**src/rtl/btn_cond.sv**
```systemverilog
// btn_cond: five independent push-button conditioners.
// Each channel synchronises the raw button, debounces it into a clean
// level (BTNQ) and emits a one-cycle pulse (BTNP) on every accepted press.
// With REP_EN high, a held button also produces repeat pulses: the first
// one REP_DELAY cycles after the press, then one every REP_PERIOD cycles.
//
// Repeat phase per channel:
//   state     | meaning
//   ----------+-----------------------------------------------------------
//   PH_DELAY  | waiting REP_DELAY cycles after the press for the first repeat
//   PH_PERIOD | first repeat issued; pulsing every REP_PERIOD cycles
module btn_cond #(
  parameter logic [31:0] DEB_CNT    = 32'd1_000_000,
  parameter logic [31:0] REP_DELAY  = 32'd50_000_000,
  parameter logic [31:0] REP_PERIOD = 32'd10_000_000
) (
  input  logic       CLK,
  input  logic       RST,
  input  logic [4:0] BTN,
  input  logic       REP_EN,
  output logic [4:0] BTNQ,
  output logic [4:0] BTNP
);

  typedef enum logic {
    PH_DELAY  = 1'b0,
    PH_PERIOD = 1'b1
  } phase_e;

  // Terminal counts: each counter runs 0 .. N-1, so N cycles per interval.
  localparam logic [31:0] DEB_TC = DEB_CNT - 32'd1;
  localparam logic [31:0] DLY_TC = REP_DELAY - 32'd1;
  localparam logic [31:0] PER_TC = REP_PERIOD - 32'd1;

  logic [4:0] s1_q;
  logic [4:0] s2_q;

  // Two-flop synchroniser for the asynchronous button inputs.
  always_ff @(posedge CLK or posedge RST) begin
    if (RST) begin
      s1_q <= '0;
      s2_q <= '0;
    end else begin
      s1_q <= BTN;
      s2_q <= s1_q;
    end
  end

  for (genvar i = 0; i < 5; i++) begin : g_ch
    logic [31:0] dc_q, dc_d;
    logic        lvl_q, lvl_d;
    logic [31:0] rc_q, rc_d;
    phase_e      ph_q, ph_d;
    logic        pls_q, pls_d;
    logic        rep_fire;
    logic        rep_run;

    // Debounce: count consecutive cycles where the synchronised input
    // disagrees with the accepted level; any agreement restarts the count.
    always_comb begin
      dc_d  = dc_q;
      lvl_d = lvl_q;
      if (s2_q[i] == lvl_q) begin
        dc_d = '0;
      end else if (dc_q == DEB_TC) begin
        lvl_d = s2_q[i];
        dc_d  = '0;
      end else begin
        dc_d = dc_q + 32'd1;
      end
    end

    // Repeat counting only runs while the level is (and stays) high and
    // repeat is enabled. Checking lvl_d as well keeps the release edge
    // from firing a repeat pulse; checking lvl_q means the press edge
    // always starts from rc=0 in PH_DELAY.
    assign rep_run = lvl_q & lvl_d & REP_EN;

    // Repeat phase next-state and fire decode.
    always_comb begin
      rc_d     = rc_q;
      ph_d     = ph_q;
      rep_fire = 1'b0;
      if (!rep_run) begin
        rc_d = '0;
        ph_d = PH_DELAY;
      end else begin
        case (ph_q)
          PH_DELAY: begin
            if (rc_q == DLY_TC) begin
              rep_fire = 1'b1;
              rc_d     = '0;
              ph_d     = PH_PERIOD;
            end else begin
              rc_d = rc_q + 32'd1;
            end
          end
          PH_PERIOD: begin
            if (rc_q == PER_TC) begin
              rep_fire = 1'b1;
              rc_d     = '0;
            end else begin
              rc_d = rc_q + 32'd1;
            end
          end
          default: begin
            rc_d = '0;
            ph_d = PH_DELAY;
          end
        endcase
      end
    end

    // Output pulse: accepted rising level, or a repeat tick.
    assign pls_d = (lvl_d & ~lvl_q) | rep_fire;

    // Channel state registers.
    always_ff @(posedge CLK or posedge RST) begin
      if (RST) begin
        dc_q  <= '0;
        lvl_q <= 1'b0;
        rc_q  <= '0;
        ph_q  <= PH_DELAY;
        pls_q <= 1'b0;
      end else begin
        dc_q  <= dc_d;
        lvl_q <= lvl_d;
        rc_q  <= rc_d;
        ph_q  <= ph_d;
        pls_q <= pls_d;
      end
    end

    assign BTNQ[i] = lvl_q;
    assign BTNP[i] = pls_q;
  end

endmodule

```
**config.mk**
```make
export PLATFORM = sky130hd
export DESIGN_NAME = btn_cond
export DESIGN_NICKNAME = d
export VERILOG_FILES = /design/src/rtl/btn_cond.sv
export SDC_FILE = /design/constraint.sdc
export NUM_CORES = 1
export LEC_CHECK = 0
export ABC_CLOCK_PERIOD_IN_PS = 11200
export BUFFER_PORTS_ARGS = -buffer_cell sky130_fd_sc_hd__buf_4
export CORE_MARGIN = 4
export CORE_UTILIZATION = 57
export CTS_CLUSTER_SIZE = 30
export DETAILED_ROUTE_END_ITERATION = 12
export HOLD_SLACK_MARGIN = 0.03
export PLACE_DENSITY = 0.74
export SYNTH_ARGS = -nofsm -noshare
export SYNTH_HDL_FRONTEND = slang
export SYNTH_SLANG_ARGS = --single-unit
```
**constraint.sdc**
```tcl
create_clock -name CLK -period 11.2 [get_ports CLK]
set_input_delay 1.12 -clock CLK [delete_from_list [all_inputs] [get_ports CLK]]
set_output_delay 1.12 -clock CLK [all_outputs]
set_load 0.05 [all_outputs]
```
# [After elaboration in Yosys (flattened, before gate mapping)]
# Index checks and enable logic that the tools add are counted.
[totals] register_bits=345 input_bits=8 out_inout_bits=10 word_cells=157
[op_classes] addsub=10 eq_ne=20 muxes=70 n_bitwise=30
[op_table] op="$mux W32" n=25
[op_table] op="$add A32 B1 Y32 const B" n=10
[op_table] op="$pmux W32 S2" n=5
[op_table] op="$eq A32 B20 Y1 const B" n=5
[op_table] op="$eq A32 B24 Y1 const B" n=5
[op_table] op="$eq A32 B26 Y1 const B" n=5
[op_table] op="$mux W1" n=35
[op_table] op="$and A1 B1 Y1" n=15
[op_table] op="$not A1 Y1" n=10
[op_table] op="$pmux W1 S2" n=5
[op_table] op="$eq A1 B1 Y1" n=5
[op_table] op="$or A1 B1 Y1" n=5

# [Logic depth before layout (Yosys ltp)]
# Gate-level depths: netlist of the first run.
[logic_depth] word_depth=7 depth_mapped=8 depth_no_buf=6

# [Least setup slack after synthesis of the first run]
# OpenSTA, ideal clock, no wires.
[synth_timing] path_kind="register -> register" from="register g_ch[1].rc_q[10]" to="register g_ch[1].rc_q[25]" setup_ps=119 t_arrival_ps=2048 required_time_ps=11081 setup_slack_ps=9033 path_stages_with_launch=7 n_path_buf=1 synth_period_minus_slack_ps=2167 cell_sequence="dfrtp_1 or4b_1 or4_1 a2111o_1 o211ai_4 buf_6 nor2_1"
[synth_via] elab_chain_len=4 elab_cells_between_ends=7 cone_classes="add/sub (1); eq/ne (2); mux (4)"
[synth_lines] element="from (decl)" line_no="52" text="logic [31:0] rc_q, rc_d;"
[synth_lines] element="from (signal assigned)" line_no="128" text="rc_q <= rc_d;"
[synth_lines] element="$add A32 B1 Y32, or another cell as far along" line_no="95, 103"
[synth_lines] element="$mux W32 (on tied branches)" line_no="99, 90"
[synth_lines] element="$pmux W32 S2 (*)" line_no="88" text="case (ph_q)"
[synth_lines] element="$mux W32 (*)" line_no="84" text="if (!rep_run) begin"
[synth_lines] element="net g_ch[1].rc_d[25]" line_no="52"
# The timed path passes the listed nets; every way through them passes the cells marked *.

==> results of run 1 <==
[layer usage]
metal  vias to the layer above  track usage [%]  part of all wire (%)
li1                       6196                -                     -
met1                      6212             28.7                    47
met2                       189             33.1                    47
met3                        56             2.78                   3.6
met4                         0             5.91                   2.3
met5                         -                0                     0
[power by group]
part / switching, mW / leakage (nW) / internal [mW] / total [mW]
clock network: 0.498 / 0.648 / 0.793 / 1.29
registers: 0.00577 / 4.79 / 1.25 / 1.26
logic: 0.0385 / 2.21 / 0.00838 / 0.0469
total: 0.542 / 7.64 / 2.05 / 2.60
[worst min path at each step]
stage	start	end	cells after the start
6_report	s1_q[4]	s2_q[4]	0
5_1_grt	s1_q[4]	s2_q[4]	0
4_1_cts	s1_q[4]	s2_q[4]	0
3_5_place_dp	s1_q[4]	s2_q[4]	0
3_3_place_gp	s1_q[4]	s2_q[4]	0
2_1_floorplan	s1_q[0]	s2_q[0]	0
[cells in the final DEF (no fill, tap or decap), drive strengths merged, types with 4 or more instances in the layout]
master,synthesis,layout
nor4,49,49
mux2,4,4
or3,16,16
ha,10,10
and3,45,45
xor2,202,202
nor2,341,341
and2,19,19
nand2,106,106
nand3,135,135
dfrtp,345,345
or4b,8,8
buf,33,28
or2,6,6
nor3b,4,4
o21ai,18,18
nand4,123,123
a21oi,21,21
o31ai,5,5
clkbuf,30,53
and4,29,29
or4,7,7
xnor2,86,86
nor3,60,60
nor4b,18,18
clkinv,0,8
inv,31,31
[stage by stage]
| step | std cells | total power, mW | hold slack (ns) |
|---|---|---|---|
| global placement | 2136 | 1.33 | 0.333 |
| global route | 2203 | 2.69 | 0.368 |
| CTS | 2203 | 2.63 | 0.350 |
| floorplan | 1781 | 1.31 | 0.331 |
| detailed placement | 2136 | 1.33 | 0.337 |
| finish | 2203 | 2.60 | 0.347 |
[sequential cells by signal, indices dropped and copies added (netlist names)]
signal and cells:
s1_q 5, s2_q 5, g_ch.ph_q 5, g_ch.dc_q 160, g_ch.rc_q 160, g_ch.lvl_q 5, g_ch.pls_q 5
[layout make-up]
cell class	instances	area, um2
flip-flops and latches	345	8630
multi-input cells	1342	8100
fillers	2477	10800
clock buffers	53	1160
repair buffers	28	210
inverters	31	124
well taps	390	488
clock inverters	14	156
[cell families (layout without fill, tap and decap cells)]
family | Yosys count | after routing | share of synthesized area [%]
buffers and inverters | 94 | 126 | 2.55
flip-flops | 345 | 345 | 50.3
adder cells (fa/ha/maj) | 10 | 10 | 0.729
AO/OA/AOI/OAI | 61 | 61 | 2.28
multiplexers | 5 | 5 | 0.321
AND/OR/NAND/NOR | 978 | 978 | 29.1
XOR/XNOR | 288 | 288 | 14.7
==> impl_results.md, run 1 <==
* RePlAce Congestion at a little over 0.8
* Ys Warns at 0
* Die area at 0.0329 mm2
* Number of flops mapped to enable cells by yosys at 0
* Number of global-route vias before repair at roughly 13000
* Num CTS Buffers at 38
* Ys async rst share at 100%
* Hold Violations, Final at 0
* Cell Rows at 63
* Die Y-Extent at between 150 and 200 um
* Final period utilization at a little over a quarter
* Post-synth top area cell: dfrtp_1
* F_max at around 0.33 GHz
* Pin count of the biggest net entering global routing at about 140
* CP most frequent cell: buf_4
* CP Buf/Inv Count at 4
* DR vias/cell at roughly 5.7
* Final slew viol count at 0
* Max Root-Sink Buffers at 3
* Clock root cell: clkbuf_16
* Post-CTS Setup Repair Bufs at 0
* Final setup violation count at 0
* 1st-pass router iterations at 5
* Crit path launch type: primary input
* Reg2Reg Depth at 6
* Die X at 182 um
* Share of the synthesized area in the top cell type at 50.3%
* Total GRT Usage at between 20% and 30%
* Syn Inst Count at about 1800
* Top_reg_cell synth: dfrtp_1
* Worst setup margin at just over 8 ns
* CTS tree: yes
* Area grow syn2layout at 9.98%
* Final clock skew at between 0.01 and 0.015 ns
* Critical path's largest stage delay at just under 0.9 ns
* Max Cap Viol at 0
* Min-Delay Path Class: reg -> reg
* # resized after CTS at 0
* Worst r2r src: g_ch[2].dc_q[0]
* Most frequent cell after synthesis: dfrtp_1
* CTS sink cnt at around 350
* Layout cell share with drive strength beyond 1 at about 6.8%
* Final critical-path required period at roughly 3.0 ns
* Max-slew headroom at about a fifth
* Diode count at 0
* RSZ-0062 raised after global routing: false
* Clock slew at reported path FFs at roughly 0.060 ns
* Syn Nets at approximately 1800
* Synth cell types at 57
* Outcome: completed
* Crit path max fanout at between 100 and 150
* Net count, final at roughly 1800
* Sequential share of the synthesized area at between 50% and 60%
* Max H-tree Level at 2
* Ports at 18
* Worst R2R Setup Slack at between 8 and 9 ns
* DRC viols at 0
* CTS Hold Buffers Added at 0
* Critical path's slowest cell: buf_4
* PD cells at between 100 and 150 mW/mm2
* Crit path depth at 4
* Critical path destination: g_ch[2].dc_q[20]
* Max VDD drop at ~0.12 mV
* Worst-path cell chain: buf_4 > inv_8 > buf_4 > buf_4
* Crit. Startpoint: RST
* Slew @ Worst Pin at roughly 1.2 ns
* CP arrival at between 3 and 4 ns
* 1st-iter DRT viols at 978
* Yosys reg bits at 345
* Routed len/inst at about 15 um
* DP Area at 0.0176 mm2
* Antenna viol nets, final at 0
* Post-synth top cells: dfrtp_1 (345), nor2_1 (340), xor2_1 (202)
* Number of I/O port buffers at 17
* Initial antenna violation count at 0
* Leak pwr at about 7.6 nW
* Gr ovfl total at 0
* HPWL after DPL at roughly 21000 um
* Clk Latency, worst-skew pair at roughly 0.52 ns
* Worst setup path category: in -> async
* Core ar. at between 0.02 and 0.03 mm2
* CP Capture Type: async pin
* Final core utilization at 63.7%
* Via count at 12700
* Finished Cell Area at 0.0189 mm2
* Top delay family on crit path: buffers and inverters
* Synth top area cells: dfrtp_1 (50%), xor2_1 (10%), nor2_1 (7.4%), nand4_1 (4.5%), xnor2_1 (4.4%)
* Critical path required time at ~12 ns
* Syn Std Cell Area at around 0.017 mm2
* Initial Utilization at slightly below 60%
* Sum of negative setup slack at 0 ns
* First-pass GRT wire length at around 60000 um
* Pre-CTS setup slack at between 7 and 8 ns
* FF-to-FF End: g_ch[2].rc_q[10]
* Drt total wl at roughly 33000 um
* Syn Area/Cell at 9.63 um2
Note: power is estimated with default switching activity, not from simulation.
==> inputs of run 2 (changes only) <==
--- a/config.mk
+++ b/config.mk
@@ -5,14 +5,14 @@
 export SDC_FILE = /design/constraint.sdc
 export NUM_CORES = 1
 export LEC_CHECK = 0
-export ABC_CLOCK_PERIOD_IN_PS = 11200
+export ABC_CLOCK_PERIOD_IN_PS = 3100
 export BUFFER_PORTS_ARGS = -buffer_cell sky130_fd_sc_hd__buf_4
 export CORE_MARGIN = 4
 export CORE_UTILIZATION = 57
 export CTS_CLUSTER_SIZE = 30
 export DETAILED_ROUTE_END_ITERATION = 12
 export HOLD_SLACK_MARGIN = 0.03
-export PLACE_DENSITY = 0.74
+export PLACE_DENSITY = 0.71
 export SYNTH_ARGS = -nofsm -noshare
 export SYNTH_HDL_FRONTEND = slang
 export SYNTH_SLANG_ARGS = --single-unit
==> constraint.sdc (replaced) <==
create_clock -name CLK -period 3.1 [get_ports CLK]
set_input_delay 0.31 -clock CLK [delete_from_list [all_inputs] [get_ports CLK]]
set_output_delay 0.31 -clock CLK [all_outputs]
set_load 0.05 [all_outputs]
==> run 2 against run 1 <==
  * Via count is 0.13% higher
  * Clock-buffer cell count down 1
  * Non-clock buffer count is 25 higher
  * Final area grew 1.9%
  * Register-to-register slack got worse by 7.7 ns
  * Total power grew to 3.7 times the previous value
  * Critical path depth rose by 2
  * Worst setup slack worse by 7.6 ns
  * Sequential share of layout area shrank 0.85 points
  * Critical path type is now reg -> reg
  * Critical endpoint is now g_ch[1].rc_q[7]
  * Largest cell class unchanged
  * Highest routed layer unchanged
==> impl_results.md, run 2 (same netlist as run 1, synthesis figures left out) <==
* Diode count at 0
* CP arrival at 2.91 ns
* Die X at 182 um
* Max H-tree Level at 2
* CTS tree: yes
* 1st-pass router iterations at 5
* Final period utilization at 81.4%
* Gr ovfl total at 0
* Outcome: completed
* RePlAce Congestion at 0.835
* DR vias/cell at about 5.7
* HPWL after DPL at about 22000 um
* Number of I/O port buffers at 17
* CP most frequent cell: or4b_1
* Worst-path cell chain: or4b_1 > nor3_1 > or4b_1 > o211ai_4 > buf_4 > nor2_1
* Max VDD drop at 0.375 mV
* 1st-iter DRT viols at between 800 and 900
* Max Root-Sink Buffers at 3
* Initial antenna violation count at 0
* Drt total wl at approximately 34000 um
* Min-Delay Path Class: in -> reg
* RSZ-0062 raised after global routing: false
* Final Total Pwr at about 9.6 mW
* Pin count of the biggest net entering global routing at 52
* Clock slew at reported path FFs at roughly 0.07 ns
* Ports at 18
* Layout cell share with drive strength beyond 1 at under 10%
* Slew @ Worst Pin at ~1.0 ns
* Num CTS Buffers at 38
* Net count, final at between 1500 and 2000
* Hold WS at 0.215 ns
* Critical path required time at roughly 3.5 ns
* Die area at between 0.03 and 0.04 mm2
* Initial Utilization at between 50% and 60%
* Leak pwr at about 7.8 nW
* Clk Latency, worst-skew pair at 0.52 ns
* F_max at 0.396 GHz
* Commonest non-fill, non-tap cell in the layout: dfrtp_1
* Critical path's largest stage delay at ~0.61 ns
* Cell Rows at 63
* First-pass GRT wire length at 59200 um
* Top delay family on crit path: simple AND/OR/NAND/NOR gates
* Final setup violation count at 0
* Die Y-Extent at 182 um
* Largest regs: g_ch.dc_q: 160 flops, g_ch.rc_q: 160 flops
* Final clock skew at between 0.01 and 0.015 ns
* Final slew viol count at 0
* Area grow syn2layout at 12.1%
* Crit path max fanout at 32
* Most frequent cells in the layout: dfrtp_1 (345), nor2_1 (340), xor2_1 (202), nand3_1 (134), nand4_1 (123)
* PD cells at roughly 500 mW/mm2
* Final critical-path required period at between 2 and 3 ns
* Hold Violations, Final at 0
* Total GRT Usage at between 20% and 30%
* Core ar. at a little under 0.03 mm2
* CP Buf/Inv Count at 1
* CTS sink cnt at between 300 and 400
* Worst setup path category: reg -> reg
* Max Cap Viol at 0
* Via count at 12700
* Max-slew headroom at between 30% and 40%
* Clock root cell: clkbuf_16
* Critical path's slowest cell: or4b_1
* DRC viols at 0
* Antenna viol nets, final at 0
* CP Capture Type: flop
* # resized after CTS at 0
* Number of global-route vias before repair at 12500
* Routed len/inst at between 15 and 20 um
* Crit path launch type: flop
[run 2: path summary, 6_finish.rpt]
check | from | end | slack, ns | depth (start not counted)
min in group asynchronous | RST | g_ch[3].rc_q[28] | 0.54 | 3
worst max-delay path | g_ch[1].dc_q[8] | g_ch[1].rc_q[7] | 0.58 | 6
max in group asynchronous | RST | g_ch[0].dc_q[15] | 1.81 | 4
worst min-delay path | REP_EN | g_ch[0].pls_q | 0.22 | 3
worst max register to register | g_ch[1].dc_q[8] | g_ch[1].rc_q[7] | 0.58 | 6
worst min register to register | s1_q[0] | s2_q[0] | 0.35 | 0
[run 2: worst register-to-register path, delay by kind of cell (launching register included)]
family                 cells  cell delay [ns]
DFF                        1             0.42
AOI/OAI and AO/OA          1             0.21
buffers and inverters      1             0.34
and+or+nand+nor            4             1.42
[run 2: metrics by stage]
stage	setup WS, ns	util, %	std cells	setup TNS [ns]	cell area (um2)
after floorplan	-1.83	-	1781	-630.13	17200
after detailed placement	0.585	60.0	2155	0	17800
after global placement	0.661	60.0	2155	0	17800
final	0.576	64.9	2231	0	19200
after CTS	0.568	64.9	2231	0	19200
after global routing	0.457	64.9	2231	0	19200
[run 2: report_power, final]
group	internal [mW]	switching, mW
combinational	0.0529	0.144
clock	3.03	1.84
sequential	4.53	0.0207
total	7.61	2.01
[run 2: layout make-up]
class                      count  area [um2]
inverter                      31         120
clock inverter                18         268
multi-input combinational   1342        8100
fill                        2431       10400
timing repair buffer          53         513
clock buffer                  52        1110
sequential                   345        8630
tap                          390         488
[run 2: routing by layer]
metal,share of wire [%],track usage [%],up-vias,wire (um)
li1,-,-,6256,-
met1,48,30.0,6172,16300
met2,47,33.1,196,16000
met3,3.1,2.56,46,1050
met4,1.7,5.28,0,570
met5,0,0,-,0
[run 2: what timing repair did]
item | in CTS | in global routing
hold endpoints to repair | 27 | 0
hold buffers | 6 | 0
buffers inserted | 0 | 0
